<file path="src/rtl/multicycle_controller_pkg.sv">
// Shared encodings for the multicycle RV32I control unit: FSM states, ALU op classes,
// opcodes, ALU control codes and datapath mux select codes.
package riscv_ctrl_pkg;

    typedef enum logic [3:0] {
        FETCH    = 4'd0,
        DECODE   = 4'd1,
        MEMADR   = 4'd2,
        MEMREAD  = 4'd3,
        MEMWB    = 4'd4,
        MEMWRITE = 4'd5,
        EXECUTER = 4'd6,
        EXECUTEI = 4'd7,
        ALUWB    = 4'd8,
        JAL      = 4'd9,
        BEQ      = 4'd10
    } state_t;

    typedef enum logic [1:0] {
        ALUOP_ADD   = 2'b00,
        ALUOP_SUB   = 2'b01,
        ALUOP_FUNCT = 2'b10
    } alu_op_t;

    localparam logic [6:0] OP_LW  = 7'b0000011;
    localparam logic [6:0] OP_SW  = 7'b0100011;
    localparam logic [6:0] OP_R   = 7'b0110011;
    localparam logic [6:0] OP_I   = 7'b0010011;
    localparam logic [6:0] OP_JAL = 7'b1101111;
    localparam logic [6:0] OP_BEQ = 7'b1100011;

    localparam logic [2:0] ALU_ADD = 3'b000;
    localparam logic [2:0] ALU_SUB = 3'b001;
    localparam logic [2:0] ALU_AND = 3'b010;
    localparam logic [2:0] ALU_OR  = 3'b011;
    localparam logic [2:0] ALU_SLT = 3'b101;

    localparam logic [1:0] RES_ALUOUT    = 2'b00;
    localparam logic [1:0] RES_DATA      = 2'b01;
    localparam logic [1:0] RES_ALURESULT = 2'b10;

    localparam logic [1:0] SRCA_PC   = 2'b00;
    localparam logic [1:0] SRCA_RS1  = 2'b01;
    localparam logic [1:0] SRCA_ZERO = 2'b10;

    localparam logic [1:0] SRCB_RS2  = 2'b00;
    localparam logic [1:0] SRCB_FOUR = 2'b01;
    localparam logic [1:0] SRCB_IMM  = 2'b10;
    localparam logic [1:0] SRCB_ZERO = 2'b11;

    // States whose exit back to FETCH completes an instruction
    function automatic logic is_retire_state(input state_t s);
        return (s == MEMWB) || (s == MEMWRITE) || (s == ALUWB) || (s == BEQ);
    endfunction

endpackage

</file>
<file path="src/rtl/multicycle_controller_if.sv">
// Control bundle between the multicycle controller (master) and the datapath (slave).
interface multicycle_controller_if #(
    parameter int CNT_W = 32
);
    logic [31:0]      instr;
    logic             zero;
    logic             pc_write;
    logic             ir_write;
    logic             reg_write;
    logic             mem_write;
    logic             instruction_or_data;
    logic [1:0]       result_src;
    logic [1:0]       alu_src_a;
    logic [1:0]       alu_src_b;
    logic [2:0]       alu_control;
    logic             illegal;
    logic [CNT_W-1:0] retired;
    logic [3:0]       state_dbg;

    modport master (
        input  instr, zero,
        output pc_write, ir_write, reg_write, mem_write, instruction_or_data,
               result_src, alu_src_a, alu_src_b, alu_control, illegal, retired, state_dbg
    );

    modport slave (
        output instr, zero,
        input  pc_write, ir_write, reg_write, mem_write, instruction_or_data,
               result_src, alu_src_a, alu_src_b, alu_control, illegal, retired, state_dbg
    );
endinterface

</file>
<file path="src/rtl/multicycle_controller_alu_decoder.sv">
// Maps the FSM's ALU op class plus funct fields to the datapath ALU control code.
module alu_decoder
    import riscv_ctrl_pkg::*;
(
    input  alu_op_t    alu_op,
    input  logic [2:0] funct3,
    input  logic       funct7b5,
    input  logic [6:0] opcode,
    output logic [2:0] alu_control
);

    // funct7b5 only selects subtract for R-type; on I-type it is immediate bits
    always_comb begin
        alu_control = ALU_ADD;
        case (alu_op)
            ALUOP_SUB: alu_control = ALU_SUB;
            ALUOP_FUNCT: begin
                case (funct3)
                    3'b000:  alu_control = (opcode == OP_R && funct7b5) ? ALU_SUB : ALU_ADD;
                    3'b010:  alu_control = ALU_SLT;
                    3'b110:  alu_control = ALU_OR;
                    3'b111:  alu_control = ALU_AND;
                    default: alu_control = ALU_ADD;
                endcase
            end
            default: alu_control = ALU_ADD;
        endcase
    end

endmodule

</file>
<file path="src/rtl/multicycle_controller.sv">
// Moore control FSM for the multicycle RV32I core, with a sticky illegal-opcode flag
// and a retired-instruction counter.
module multicycle_controller
    import riscv_ctrl_pkg::*;
#(
    parameter int CNT_W = 32
) (
    input logic                    clk,
    input logic                    reset,
    multicycle_controller_if.master bus
);

    state_t           state;
    state_t           next_state;
    alu_op_t          alu_op;
    logic             pc_update;
    logic             branch;
    logic             ir_write_raw;
    logic             reg_write_raw;
    logic             mem_write_raw;
    logic             iord;
    logic [1:0]       result_src;
    logic [1:0]       src_a;
    logic [1:0]       src_b;
    logic [2:0]       alu_control;
    logic [CNT_W-1:0] retired_q;
    logic             illegal_q;
    logic [6:0]       opcode;

    assign opcode = bus.instr[6:0];

    always_ff @(posedge clk or posedge reset) begin
        if (reset) state <= FETCH;
        else       state <= next_state;
    end

    always_comb begin
        next_state    = FETCH;
        pc_update     = 1'b0;
        branch        = 1'b0;
        ir_write_raw  = 1'b0;
        reg_write_raw = 1'b0;
        mem_write_raw = 1'b0;
        iord          = 1'b0;
        result_src    = RES_ALUOUT;
        src_a         = SRCA_PC;
        src_b         = SRCB_RS2;
        alu_op        = ALUOP_ADD;
        case (state)
            FETCH: begin
                ir_write_raw = 1'b1;
                pc_update    = 1'b1;
                src_b        = SRCB_FOUR;
                result_src   = RES_ALURESULT;
                next_state   = DECODE;
            end
            DECODE: begin
                src_b = SRCB_IMM;
                case (opcode)
                    OP_LW, OP_SW: next_state = MEMADR;
                    OP_R:         next_state = EXECUTER;
                    OP_I:         next_state = EXECUTEI;
                    OP_JAL:       next_state = JAL;
                    OP_BEQ:       next_state = BEQ;
                    default:      next_state = FETCH;
                endcase
            end
            MEMADR: begin
                src_a      = SRCA_RS1;
                src_b      = SRCB_IMM;
                next_state = (opcode == OP_SW) ? MEMWRITE : MEMREAD;
            end
            MEMREAD: begin
                iord       = 1'b1;
                next_state = MEMWB;
            end
            MEMWB: begin
                result_src    = RES_DATA;
                reg_write_raw = 1'b1;
            end
            MEMWRITE: begin
                iord          = 1'b1;
                mem_write_raw = 1'b1;
            end
            EXECUTER: begin
                src_a      = SRCA_RS1;
                alu_op     = ALUOP_FUNCT;
                next_state = ALUWB;
            end
            EXECUTEI: begin
                src_a      = SRCA_RS1;
                src_b      = SRCB_IMM;
                alu_op     = ALUOP_FUNCT;
                next_state = ALUWB;
            end
            JAL: begin
                src_b      = SRCB_FOUR;
                pc_update  = 1'b1;
                next_state = ALUWB;
            end
            ALUWB: begin
                reg_write_raw = 1'b1;
            end
            BEQ: begin
                src_a  = SRCA_RS1;
                alu_op = ALUOP_SUB;
                branch = 1'b1;
            end
            default: next_state = FETCH;
        endcase
    end

    alu_decoder u_alu_decoder (
        .alu_op      (alu_op),
        .funct3      (bus.instr[14:12]),
        .funct7b5    (bus.instr[30]),
        .opcode      (opcode),
        .alu_control (alu_control)
    );

    // An illegal DECODE->FETCH exit sets the flag but is never counted as retired
    always_ff @(posedge clk or posedge reset) begin
        if (reset) begin
            retired_q <= '0;
            illegal_q <= 1'b0;
        end else begin
            if (is_retire_state(state))
                retired_q <= retired_q + CNT_W'(1);
            if (state == DECODE && next_state == FETCH)
                illegal_q <= 1'b1;
        end
    end

    // Write enables are held low for the whole reset pulse, even though state reads FETCH
    assign bus.pc_write            = (pc_update | (branch & bus.zero)) & ~reset;
    assign bus.ir_write            = ir_write_raw & ~reset;
    assign bus.reg_write           = reg_write_raw & ~reset;
    assign bus.mem_write           = mem_write_raw & ~reset;
    assign bus.instruction_or_data = iord;
    assign bus.result_src          = result_src;
    assign bus.alu_src_a           = src_a;
    assign bus.alu_src_b           = src_b;
    assign bus.alu_control         = alu_control;
    assign bus.illegal             = illegal_q;
    assign bus.retired             = retired_q;
    assign bus.state_dbg           = state;

endmodule

</file>
<file path="src/flat_wrapper.sv">
// flat-port wrapper written by rule: the top's interface ports become plain ports
module multicycle_controller_flat import riscv_ctrl_pkg::*;
#(
    parameter int CNT_W = 32
)
  (clk, reset, bus_instr, bus_zero, bus_pc_write, bus_ir_write, bus_reg_write, bus_mem_write, bus_instruction_or_data, bus_result_src, bus_alu_src_a, bus_alu_src_b, bus_alu_control, bus_illegal, bus_retired, bus_state_dbg);
  multicycle_controller_if #(.CNT_W(CNT_W)) bus_i ();
  input logic clk;
  input logic reset;
  input wire logic [$bits(bus_i.instr)-1:0] bus_instr;
  input wire logic [$bits(bus_i.zero)-1:0] bus_zero;
  output wire logic [$bits(bus_i.pc_write)-1:0] bus_pc_write;
  output wire logic [$bits(bus_i.ir_write)-1:0] bus_ir_write;
  output wire logic [$bits(bus_i.reg_write)-1:0] bus_reg_write;
  output wire logic [$bits(bus_i.mem_write)-1:0] bus_mem_write;
  output wire logic [$bits(bus_i.instruction_or_data)-1:0] bus_instruction_or_data;
  output wire logic [$bits(bus_i.result_src)-1:0] bus_result_src;
  output wire logic [$bits(bus_i.alu_src_a)-1:0] bus_alu_src_a;
  output wire logic [$bits(bus_i.alu_src_b)-1:0] bus_alu_src_b;
  output wire logic [$bits(bus_i.alu_control)-1:0] bus_alu_control;
  output wire logic [$bits(bus_i.illegal)-1:0] bus_illegal;
  output wire logic [$bits(bus_i.retired)-1:0] bus_retired;
  output wire logic [$bits(bus_i.state_dbg)-1:0] bus_state_dbg;
  assign bus_i.instr = bus_instr;
  assign bus_i.zero = bus_zero;
  assign bus_pc_write = bus_i.pc_write;
  assign bus_ir_write = bus_i.ir_write;
  assign bus_reg_write = bus_i.reg_write;
  assign bus_mem_write = bus_i.mem_write;
  assign bus_instruction_or_data = bus_i.instruction_or_data;
  assign bus_result_src = bus_i.result_src;
  assign bus_alu_src_a = bus_i.alu_src_a;
  assign bus_alu_src_b = bus_i.alu_src_b;
  assign bus_alu_control = bus_i.alu_control;
  assign bus_illegal = bus_i.illegal;
  assign bus_retired = bus_i.retired;
  assign bus_state_dbg = bus_i.state_dbg;
  multicycle_controller #(.CNT_W(CNT_W)) u_core (.clk(clk), .reset(reset), .bus(bus_i));
endmodule
</file>
<file path="config.mk">
export PLATFORM = sky130hd
export DESIGN_NAME = multicycle_controller_flat
export DESIGN_NICKNAME = d
export VERILOG_FILES = /design/src/rtl/multicycle_controller_pkg.sv /design/src/rtl/multicycle_controller_if.sv /design/src/rtl/multicycle_controller_alu_decoder.sv /design/src/rtl/multicycle_controller.sv /design/src/flat_wrapper.sv
export SDC_FILE = /design/constraint.sdc
export NUM_CORES = 1
export LEC_CHECK = 0
export ABC_AREA = 1
export CAP_MARGIN = 10
export CORE_MARGIN = 3
export CORE_UTILIZATION = 42
export DETAILED_ROUTE_END_ITERATION = 6
export PLACE_DENSITY = 0.77
export SYNTH_ARGS = -nofsm -noshare
export SYNTH_HDL_FRONTEND = slang
export SYNTH_HIERARCHICAL = 1
export SYNTH_SLANG_ARGS = --single-unit
</file>
<file path="constraint.sdc">
create_clock -name clk -period 1.58 [get_ports clk]
set_input_delay 0.158 -clock clk [delete_from_list [all_inputs] [get_ports clk]]
set_output_delay 0.158 -clock clk [all_outputs]
set_load 0.005 [all_outputs]
</file>
Word-level counts from Yosys, hierarchy flattened. Index checks and enable logic that the tools add are counted.

Word-level logic and storage cells: 64. Output and inout bits: 51. Register bits after elaboration: 37.

$add $sub $neg: 1. Reduce and logical (&&, ||, !) cells: 16. Eq/ne operators: 21. Bitwise logic cells: 7. Mux-type cells: 16.

Operator list (number): $pmux 4 s5 (2); $add 32x1->32 const B (1); $eq 4x3->1 const B (4); $eq 7x6->1 const B (2); $eq 7x7->1 const B (2); $eq 4x4->1 const B (3); $pmux 2 s2 (3); $pmux 3 s4 (1); $reduce_or 2->1 (5); $eq 4x2->1 const B (2); $logic_not 4->1 (2); $mux 1 (8); $eq 7x2->1 const B (1); $eq 7x5->1 const B (1); $eq 3x3->1 const B (2); $pmux 3 s2 (1); $reduce_or 3->1 (2); $and 1x1->1 (5); $eq 4x1->1 const B (1); $reduce_or 4->1 (1); $eq 3x2->1 const B (1); $logic_not 3->1 (1); $logic_or 1x1->1 (3); $mux 3 (1); other kinds (5) (6).

Logic depth before layout (Yosys ltp).
Depth in word-level cells: 6. Depth in mapped cells: 10.

Cells and area by module. The synthesis kept the hierarchy.

Modules (own cells, without submodules): multicycle_controller (seq. area each 925.9 µm², cells each 377, instances 1, area an instance 2453.6 µm²); alu_decoder (seq. area each 0.0 µm², cells each 28, instances 1, area an instance 130.1 µm²).

Least setup slack after synthesis. OpenSTA, ideal clock, no wires.

Path kind: register to output. From: register u_core.state[2] (netlist: u_core/bus.state_dbg[2]). To: output port bus_alu_control[0]. Required time: 1.422 ns. Setup slack: -0.034 ns. Arrival: 1.456 ns. Buffers on the path: 0. Cell stages (with the launch flop): 11. Path through: dfrtp_1 inv_1 nand2_1 nor2_1 inv_1 ha_1 inv_2 nand2_1 nor2_1 nand3_1 nand2_1.

Word-level cells in the longest chain between the ends: 5. Elaborated cells between the ends (all ways): 8. Those cells by class: 5 x eq/ne; 2 x mux; 1 x reduce/logical.

Ends and longest elaborated chain: start: declaration (line multicycle_controller.sv:13) `state_t state;`; start signal: assignment (line multicycle_controller.sv:34) `else state <= next_state;`; $eq 4x3->1 (line multicycle_controller.sv:49) `case (state)`; $reduce_or 2->1 (no source line); $pmux 2 s2 (*) (line multicycle_controller.sv:49); via u_core.alu_op[0] (line multicycle_controller.sv:15) `alu_op_t alu_op;`; $eq 2x2->1 / $eq 2x1->1 (equally long branches) (line multicycle_controller_alu_decoder.sv:15) `case (alu_op)`; $pmux 3 s2 (*) (line multicycle_controller_alu_decoder.sv:15); end: declaration (line flat_wrapper.sv:20) `output wire logic [$bits(bus_i.alu_control)-1:0] bus_alu_control;`.

Mark *: on every way through the listed nets, which the timed path passes. The rest lies on a longest branch.

Worst setup path in the final report.
From: register u_core.state[0] (netlist: u_core/bus.state_dbg[0]). To: output port bus_alu_control[0].

The elaborated chain is that of the path after synthesis.

==> qor.yml <==
clk_path_buf_depth: 2
startpoint_type: "register"
mostFrequentLayoutCells: "nand2_1, nor2_1, clkdlybuf4s50_1"
synth_compound_area_share_pct: 2.91
cp-end-kind: "primary output"
drtIter0Drc: 275
cts_sinks: 37
yosys.area_share.adder_pct: 1.45
grt_pass1_wl_um: 13900
cts_tree: "done"
synth_top_family_by_area: "simple AND/OR/NAND/NOR gates"
n_antenna_cell: 0
final_cells: 605
ant_nets: 0
path_class: "register to primary output"
first_global_vias: 3030
grt_max_degree: 20
yosysWarnings: 6
start_util_pct: 45.0
crit_chain: "inv_2 > nand2_4 > nor2_4 > inv_2 > ha_4 > inv_2 > nand3_2 > nor2_2 > nor2_1 > nand2_1 > buf_2"
coreArea_um2: 5740
failed_checks: "negative setup slack"
fp.dieH_um: 84.4
syn_to_final_growth_pct: 61.2
finalPower_w: 0.00311
timing.hold.ws_ns: 0.417
setup.worst_path.start: "u_core/bus.state_dbg[0]"
cpMostUsedCell: "inv_2"
synth_nets: 443
die_x_um: 84.4
synth_seq_cells: 37
timing.hold.worst.class: "primary input to async pin"
finalMaxSlewViolations: 0
rr_endpoint: "u_core/bus.retired[23]"
layout_min_cycle_time_ns: 1.87
register_area_um2: 940
port-buffer-count: 63
nFillCells: 432
final_common_cell: "nand2_1"
place_ws_ns: -0.470
syn_area_per_cell_um2: 6.38
hold_viol: 0
dr_total_vias: 3186
fmax_mhz: 534
vias_per_cell: 5.27
detail_route.first_pass.iterations: 5
crit_required_ns: 1.42
ctsHoldBuffers: 0
finalSetupViolCount: 38
grt_overflow_total: 0
worstPathMaxFanout: 3
finalCritPeriodShare_pct: 118
r2r.worst_path.cells: 10
finalCoreUtilization_pct: 72.5
die-area_um2: 7130
synth_mux_area_share_pct: 0
clk_latency_ns: 0.30
r2r_setup_slack_ns: -0.13
gp_congestion: 0.948
synth-xor-area-share_pct: 5.08
critPathTopFamily: "simple AND/OR/NAND/NOR gates"
ys_types: 29
ir_drop_mv: 0.556
io_pins: 86
p_leak_nw: 1.91
drcViolationCount: 0
dp_hpwl_um: 5740
final_nets: 571
r2r_start: "u_core/bus.state_dbg[3]"
slowest_stage: "dfrtp_2"
rsz0062_at_grt: "true"
placed_cells: 572
crit_arrival_ns: 1.71
rows: 27
syn_area_um2: 2580
root_buffer: "clkbuf_8"
cap_violations: 0
cp.depth: 11
cp_slowest_stage_delay_ns: 0.42
yosys.area_share.simple_pct: 45.4
wl_per_cell_um: 15.2
cts.clk_slew.worst_paths_ns: 0.08
outcome: "complete, but fails checks"
multi_input_area_um2: 1680
grt_use_total_pct: 24.2
drive_above_1_share_pct: 31.7
worst-path-buf-inv: 4
ys_seq_area_share_pct: 35.8
p_per_area_nw_per_um2: 746
finClkSkew_ns: 0.00852
wl_um: 9170
htree_levels: 2
cp-endpoint: "bus_alu_control[0]"
fin_ws_ns: -0.291
antenna_found_initial: 0
synth_cells: 405
cts_buffers: 5
metrics by stage:
step	TNS, ns	cell area (um^2)
final	-3.36	4160
after global routing	-5.24	4160
after CTS	-1.50	3900
after detailed placement	-2.12	3560
after global placement	-1.69	3560
after floorplan	0	2590
worst min path at each step:
stage | startpoint | to | slack, ns | depth (start not counted)
floorplan | bus_instr[4] | u_core/bus.state_dbg[2] | 0.33 | 2
global placement | u_core/bus.illegal | u_core/bus.illegal | 0.46 | 2
detailed placement | u_core/bus.illegal | u_core/bus.illegal | 0.46 | 2
CTS | reset | u_core/bus.retired[27] | 0.39 | 4
global route | reset | u_core/bus.retired[12] | 0.46 | 4
finish | reset | u_core/bus.retired[12] | 0.42 | 4
timing repair:
| item | CTS | global route |
|---|---|---|
| setup buffers | 17 | 14 |
| resized for setup | 106 | 73 |
| pin swaps | 17 | 36 |
| cloned | 2 | 0 |
| setup endpoints to repair | 21 | 46 |
power by group:
| part | switching (W) | leakage, nW | internal, W |
|---|---|---|---|
| Clock | 0.000359 | 0.0443 | 0.000347 |
| Sequential | 0.0000832 | 0.490 | 0.00101 |
| Combinational | 0.000647 | 1.38 | 0.000660 |
| Total | 0.00109 | 1.91 | 0.00202 |
tightest hold or removal path: stages:
cell and delay (ns):
clkdlybuf4s50_1 0.45, buf_4 0.17, inv_1 0.07, buf_4 0.25
cell families (layout without fill, tap and decap cells):
| kind of cell | after synthesis | count (layout) |
|---|---|---|
| buffers and inverters | 57 | 185 |
| other | 1 | 1 |
| DFF | 37 | 37 |
| xor gates and xnor gates | 15 | 15 |
| adders and majority gates | 3 | 3 |
| and+or+nand+nor | 281 | 281 |
| AOI/OAI and AO/OA | 11 | 11 |
registers in the layout, summed over array words and instances, names as in the netlist:
register / cells
u_core/bus.state_dbg: 4
u_core/bus.retired: 32
u_core/bus.illegal: 1
area by class of cell:
class | instances | area share (%)
clock buffer | 7 | 2.07
inverter | 52 | 4.99
multi-input combinational | 311 | 40.3
sequential | 37 | 22.6
tap | 72 | 2.16
timing repair buffer | 126 | 27.9
synth_stat cells, drive strengths merged:
| cell | n | share of area [%] |
|---|---|---|
| nand2 | 166 | 25 |
| nor2 | 77 | 12 |
| inv | 52 | 7.6 |
| dfrtp | 37 | 36 |
| nand3 | 25 | 5.2 |
| xnor2 | 10 | 3.4 |
| nand4 | 6 | 1.5 |
| o21ai | 6 | 1.2 |
| buf | 5 | 1.6 |
| xor2 | 5 | 1.7 |
| nor3 | 4 | 0.77 |
| ha | 3 | 1.5 |
| nand3b | 2 | 0.58 |
| o22ai | 2 | 1.0 |
| a211oi | 1 | 0.29 |
| a21oi | 1 | 0.19 |
| a31oi | 1 | 0.24 |
| conb | 1 | 0.15 |
| nor3b | 1 | 0.29 |
routing by layer:
layer	share of wire, %	GRT usage, %	up-vias	routed length [um]
met5	0	0	-	0
met4	3.8	11.8	0	349
li1	-	-	1490	-
met3	6.5	4.22	48	598
met1	39	28.9	1475	3580
met2	51	42.0	173	4640
No activity file was read; power rests on OpenSTA's default activity.
